[config.mk]
export PLATFORM = sky130hd
export DESIGN_NAME = oscillator_serdes_multi
export DESIGN_NICKNAME = d
export VERILOG_FILES = /design/src/rtl/oscillator_serdes_multi.sv
export SDC_FILE = /design/constraint.sdc
export NUM_CORES = 2
export LEC_CHECK = 0
export ABC_CLOCK_PERIOD_IN_PS = 26800
export CORE_ASPECT_RATIO = 1.25
export CORE_UTILIZATION = 45
export CTS_BUF_LIST = sky130_fd_sc_hd__clkbuf_8 sky130_fd_sc_hd__clkbuf_16
export DETAILED_ROUTE_END_ITERATION = 16
export HOLD_SLACK_MARGIN = 0.15
export PLACE_DENSITY = 0.63
export SLEW_MARGIN = 20
export SYNTH_ARGS = -nofsm -noshare
export SYNTH_HDL_FRONTEND = slang
export SYNTH_SLANG_ARGS = --single-unit
export TNS_END_PERCENT = 10
[constraint.sdc]
create_clock -name CLK -period 26.8 [get_ports CLK]
set_clock_uncertainty 0.2 [all_clocks]
set_input_delay 5.36 -clock CLK [delete_from_list [all_inputs] [get_ports CLK]]
set_output_delay 5.36 -clock CLK [all_outputs]
set_load 0.05 [all_outputs]
[src/rtl/oscillator_serdes_multi.sv]
// Multi-channel fractional-period square-wave generator producing one serializer word per CLK
// per channel, with glitch-free period updates applied at rising output edges.
module oscillator_serdes_multi #(
  parameter int unsigned CHANNELS         = 2,
  parameter int unsigned SERDES_WIDTH     = 8,
  parameter int unsigned PERIOD_INT_PART  = 10,
  parameter int unsigned PERIOD_FRAC_PART = 20,
  parameter int unsigned MIN_HALF_INT     = 2
) (
  input  logic                                                   CLK,
  input  logic                                                   RESET_N,
  input  logic                                                   CE,
  input  logic [CHANNELS*(PERIOD_INT_PART+PERIOD_FRAC_PART)-1:0] PERIOD_IN,
  input  logic [CHANNELS-1:0]                                    PERIOD_WE,
  output logic [CHANNELS-1:0]                                    UPDATE_ACK,
  output logic [CHANNELS-1:0]                                    RUNNING,
  output logic [CHANNELS*SERDES_WIDTH-1:0]                       OUT_DATA
);

  localparam int unsigned PW    = PERIOD_INT_PART + PERIOD_FRAC_PART;
  localparam int unsigned EW    = PW + 1;
  localparam int unsigned EIW   = PERIOD_INT_PART + 1;
  localparam int unsigned ITERS = SERDES_WIDTH / MIN_HALF_INT + 1;

  localparam logic [EIW-1:0] WORD_INT = EIW'(SERDES_WIDTH);
  localparam logic [EW-1:0]  WORD_FX  = {WORD_INT, {PERIOD_FRAC_PART{1'b0}}};
  localparam logic [PW-1:0]  MIN_FX   = {PERIOD_INT_PART'(MIN_HALF_INT), {PERIOD_FRAC_PART{1'b0}}};

  typedef enum logic [0:0] {StIdle, StRun} state_e;

  // Zero is the stop request and passes through untouched.
  function automatic logic [PW-1:0] clamp(input logic [PW-1:0] v);
    logic [PW-1:0] r;
    r = v;
    if (v != '0 && v[PW-1:PERIOD_FRAC_PART] < PERIOD_INT_PART'(MIN_HALF_INT)) r = MIN_FX;
    return r;
  endfunction

  for (genvar c = 0; c < CHANNELS; c++) begin : g_ch
    state_e                  st_q, st_d;
    logic [PW-1:0]           h_q, h_d, p_q, p_d, val_q;
    logic                    pend_q, pend_d, l_q, l_d, ack_q, ack_d, we_q;
    logic [EW-1:0]           e_q, e_d;
    logic [SERDES_WIDTH-1:0] out_q, out_d;

    logic [EW-1:0]           e_w;
    logic [PW-1:0]           h_w;
    logic                    lvl, pend_w, stop_w, apply_w;
    logic [SERDES_WIDTH-1:0] word;

    // Unrolled edge walk across one word; each edge repaints all later bits.
    always_comb begin
      e_w     = e_q;
      h_w     = h_q;
      lvl     = l_q;
      pend_w  = pend_q;
      stop_w  = 1'b0;
      apply_w = 1'b0;
      word    = {SERDES_WIDTH{l_q}};
      for (int k = 0; k < ITERS; k++) begin
        if (!stop_w && e_w[EW-1:PERIOD_FRAC_PART] < WORD_INT) begin
          lvl = ~lvl;
          for (int i = 0; i < SERDES_WIDTH; i++) begin
            if (e_w[EW-1:PERIOD_FRAC_PART] <= EIW'(i)) word[i] = lvl;
          end
          if (pend_w && p_q == '0 && !lvl) stop_w = 1'b1;
          if (pend_w && p_q != '0 && lvl) begin
            h_w     = p_q;
            pend_w  = 1'b0;
            apply_w = 1'b1;
          end
          e_w = e_w + EW'(h_w);
        end
      end
    end

    always_comb begin
      st_d   = st_q;
      h_d    = h_q;
      p_d    = p_q;
      pend_d = pend_q;
      e_d    = e_q;
      l_d    = l_q;
      out_d  = '0;
      ack_d  = 1'b0;
      unique case (st_q)
        StIdle: begin
          if (we_q && val_q != '0) begin
            st_d  = StRun;
            h_d   = val_q;
            e_d   = '0;
            l_d   = 1'b0;
            ack_d = 1'b1;
          end
        end
        StRun: begin
          if (CE) begin
            out_d = word;
            ack_d = apply_w | stop_w;
            if (stop_w) begin
              st_d   = StIdle;
              h_d    = '0;
              p_d    = '0;
              pend_d = 1'b0;
              e_d    = '0;
              l_d    = 1'b0;
            end else begin
              h_d    = h_w;
              pend_d = pend_w;
              e_d    = e_w - WORD_FX;
              l_d    = word[SERDES_WIDTH-1];
            end
          end else begin
            out_d = {SERDES_WIDTH{l_q}};
          end
          // A write landing with an applying edge becomes the next pending value.
          if (we_q && !(CE && stop_w)) begin
            p_d    = val_q;
            pend_d = 1'b1;
          end
        end
        default: st_d = StIdle;
      endcase
    end

    always_ff @(posedge CLK) begin
      if (!RESET_N) begin
        st_q   <= StIdle;
        h_q    <= '0;
        p_q    <= '0;
        pend_q <= 1'b0;
        e_q    <= '0;
        l_q    <= 1'b0;
        out_q  <= '0;
        ack_q  <= 1'b0;
        we_q   <= 1'b0;
        val_q  <= '0;
      end else begin
        st_q   <= st_d;
        h_q    <= h_d;
        p_q    <= p_d;
        pend_q <= pend_d;
        e_q    <= e_d;
        l_q    <= l_d;
        out_q  <= out_d;
        ack_q  <= ack_d;
        we_q   <= PERIOD_WE[c];
        val_q  <= clamp(PERIOD_IN[c*PW +: PW]);
      end
    end

    assign OUT_DATA[c*SERDES_WIDTH +: SERDES_WIDTH] = out_q;
    assign UPDATE_ACK[c] = ack_q;
    assign RUNNING[c]    = (st_q == StRun);
  end

endmodule
==> flow_summary.ini <==
[outcome]
status = complete, but fails checks
failed_checks = DRC

[critical_path]
worstPathRequired_ns = 27.06
cp_common_cell = a21oi_1
end_kind = flip-flop
r2r_cells = 64
r2r_slack_ns = 9.29
timing.rr.end = g_ch[0].e_q[29]
critical_path_class = reg2reg
worstPathMaxFanout = 36
max_stage_delay_ns = 0.78
slowest_stage = o41ai_1
reg2reg_from = g_ch[0].p_q[4]
cp_data_arrival_time_ns = 17.77
start_kind = flip-flop

[logic_synthesis]
synth_edf_count = 0
syn_area_um2 = 34000
yosysWarnings = 0
synth_area_leaders = dfxtp_1, ha_1, mux2_2
synth_top_area_cell = dfxtp_1
netlist_top_cells_count = nand2_1, a21oi_1, mux2_2
ys_ff_latch = 268
synthFlopType = dfxtp_1
post_synth_num_cell_types = 108
async_flop_share_pct = 0
netlist.area_leader.share_pct = 15.8
syn_nets = 4763
yosysSeqAreaShare_pct = 15.8
syn_avg_cell_area_um2 = 7.76
synth.most_common_cell = nand2_1
synth_cells = 4386

[floorplanning]
pin_count = 85
die_area_um2 = 76700
fp-row-count = 112
start_util_pct = 45.5
die_width_um = 248
die_h_um = 309
core-area_um2 = 74700

[routing]
wire_per_inst_um = 22.5
drc_errors = 1
dr.pass1.iters = 12
drtAntennaViolNets = 0
routed_wl_mm = 120
vias = 33300
drtIter0Drc = 2745
via_per_inst = 6.24

[clock_network]
post_cts_hold_buffer_count = 0
clock-sinks = 268
postCtsSetupBuffers = 0
cts_buffer_depth = 3
clock_latency_ns = 0.59
root_buffer = clkbuf_16
cts_resized = 0
path_clk_slew_ns = 0.06
cts_tree = yes
cts_made_buffers = 34
ctsHtreeMaxLevel = 2

[sta]
finalSetupTns_ns = 0
final-max-slew-violation-count = 0
max_slew.worst_pin.slew_ns = 1.12
grt_setup_unrepaired = false
timing.final.hold_violations = 0
finalCriticalPeriod_ns = 17.51
timing.fmax_mhz = 57.1
relSlewSlack_pct = 24.3
min_period_over_period_pct = 65.4
setup_viol = 0

[placement]
gp_congestion = 1.03
numPortBuffers = 84
post-dp-hpwl_mm = 94.0

[global_routing]
antenna_found_initial = 0
grt_util_all_layers_pct = 30.9
overflow = 0
grt_pass1_vias = 31800
grt_pass1_wl_mm = 184
grt_max_degree = 89

[finish]
drive_gt1_share_pct = 12.1
fin_nets = 4720
synthToLayoutAreaGrowth_pct = 8.33
n_antenna_cell = 0

[worst_hold_path]
holdPathEnd = g_ch[1].e_q[8]
worstHoldStart = g_ch[1].e_q[8]
hp-class = reg2reg
hold_depth = 2

[run]
cap_violations = 0
-- sequential cells by signal, indices dropped and copies added (netlist names) --
signal / count
g_ch.val_q: 60
g_ch.out_q: 16
g_ch.l_q: 2
g_ch.st_q: 2
g_ch.p_q: 60
g_ch.h_q: 60
g_ch.we_q: 2
g_ch.ack_q: 2
g_ch.pend_q: 2
g_ch.e_q: 62
-- area by class of cell --
type / instances / area [µm²]
clock buffers: 40 / 933
clock inverters: 18 / 241
fillers: 7445 / 37800
inverters: 173 / 649
multi-input cells: 3730 / 27200
flip-flops and latches: 268 / 5370
well taps: 969 / 1210
repair buffers: 136 / 1230
-- how the worst max path moves through the flow --
stage / from / end / slack (ns) / cells after the start
floorplan: g_ch[1].l_q / g_ch[1].e_q[30] / 12.43 / 62
global placement: g_ch[0].p_q[4] / g_ch[0].e_q[29] / 9.33 / 64
detailed placement: g_ch[0].p_q[4] / g_ch[0].e_q[29] / 9.34 / 64
CTS: g_ch[0].p_q[4] / g_ch[0].e_q[29] / 9.26 / 64
global route: g_ch[0].p_q[4] / g_ch[0].e_q[29] / 8.01 / 64
finish: g_ch[0].p_q[4] / g_ch[0].e_q[29] / 9.29 / 64
-- kinds of logic (layout without fill, tap and decap cells) --
| family | count (synthesis) | after routing | share of synthesized area (%) |
|---|---|---|---|
| compound gates | 1388 | 1388 | 27.5 |
| xor+xnor | 270 | 270 | 6.95 |
| fa+ha+maj | 313 | 313 | 11.7 |
| buf+inv | 388 | 367 | 4.53 |
| flops | 268 | 268 | 15.8 |
| mux | 425 | 425 | 13.7 |
| simple gates | 1334 | 1334 | 19.8 |
-- critical path: cells and delay by family, from the launching register on --
family | cells | cell delay [ns]
compound gates | 32 | 8.06
simple gates | 16 | 3.68
mux | 4 | 1.61
fa+ha+maj | 5 | 1.59
buf+inv | 5 | 1.27
flops | 1 | 0.46
xor+xnor | 2 | 0.40
-- layer usage --
layer	up-vias	GRT usage, %	share of wire [%]
li1	16200	-	-
met1	15700	38.1	42
met2	1102	52.9	47
met3	266	3.23	5.3
met4	0	15.2	5.2
met5	-	0	0
-- through the flow --
stage / setup slack (ns) / instance area (µm²) / hold slack [ns] / cells / utilization [%]
floorplan: 12.43 / 34000 / 0.236 / 4386 / -
global placement: 9.33 / 35700 / 0.263 / 5276 / 47.7
detailed placement: 9.34 / 35700 / 0.266 / 5276 / 47.8
CTS: 9.26 / 36800 / 0.276 / 5334 / 49.3
global route: 8.01 / 36800 / 0.317 / 5334 / 49.3
finish: 9.29 / 36800 / 0.275 / 5334 / 49.3
-- cell usage in the layout (no fill, tap or decap), types with 21 or more instances in the layout --
| cell type | count |
|---|---|
| xor2_1 | 89 |
| nor2_1 | 259 |
| and2_1 | 94 |
| clkbuf_16 | 34 |
| a31oi_1 | 46 |
| o21ai_0 | 262 |
| a22oi_1 | 79 |
| dfxtp_1 | 267 |
| ha_1 | 302 |
| or2_2 | 29 |
| o221ai_1 | 42 |
| and3_1 | 33 |
| mux2_2 | 328 |
| nor3_1 | 85 |
| o31ai_1 | 21 |
| buf_4 | 52 |
| inv_1 | 172 |
| o21a_1 | 53 |
| nor2b_1 | 125 |
| a21boi_0 | 22 |
| or3_1 | 36 |
| a21oi_1 | 329 |
| nand3_1 | 86 |
| clkdlybuf4s50_1 | 83 |
| nand2b_1 | 52 |
| a211oi_1 | 38 |
| nor4_1 | 47 |
| nand2_1 | 369 |
| o211a_1 | 70 |
| o211ai_1 | 54 |
| xnor2_1 | 181 |
| nand4_1 | 38 |
| a21o_1 | 137 |
| o21bai_1 | 44 |
| mux2i_1 | 95 |
Power is left out: the tool's default activity adds up to more than one toggle a clock period on the data nets, which glitch-free logic cannot reach.
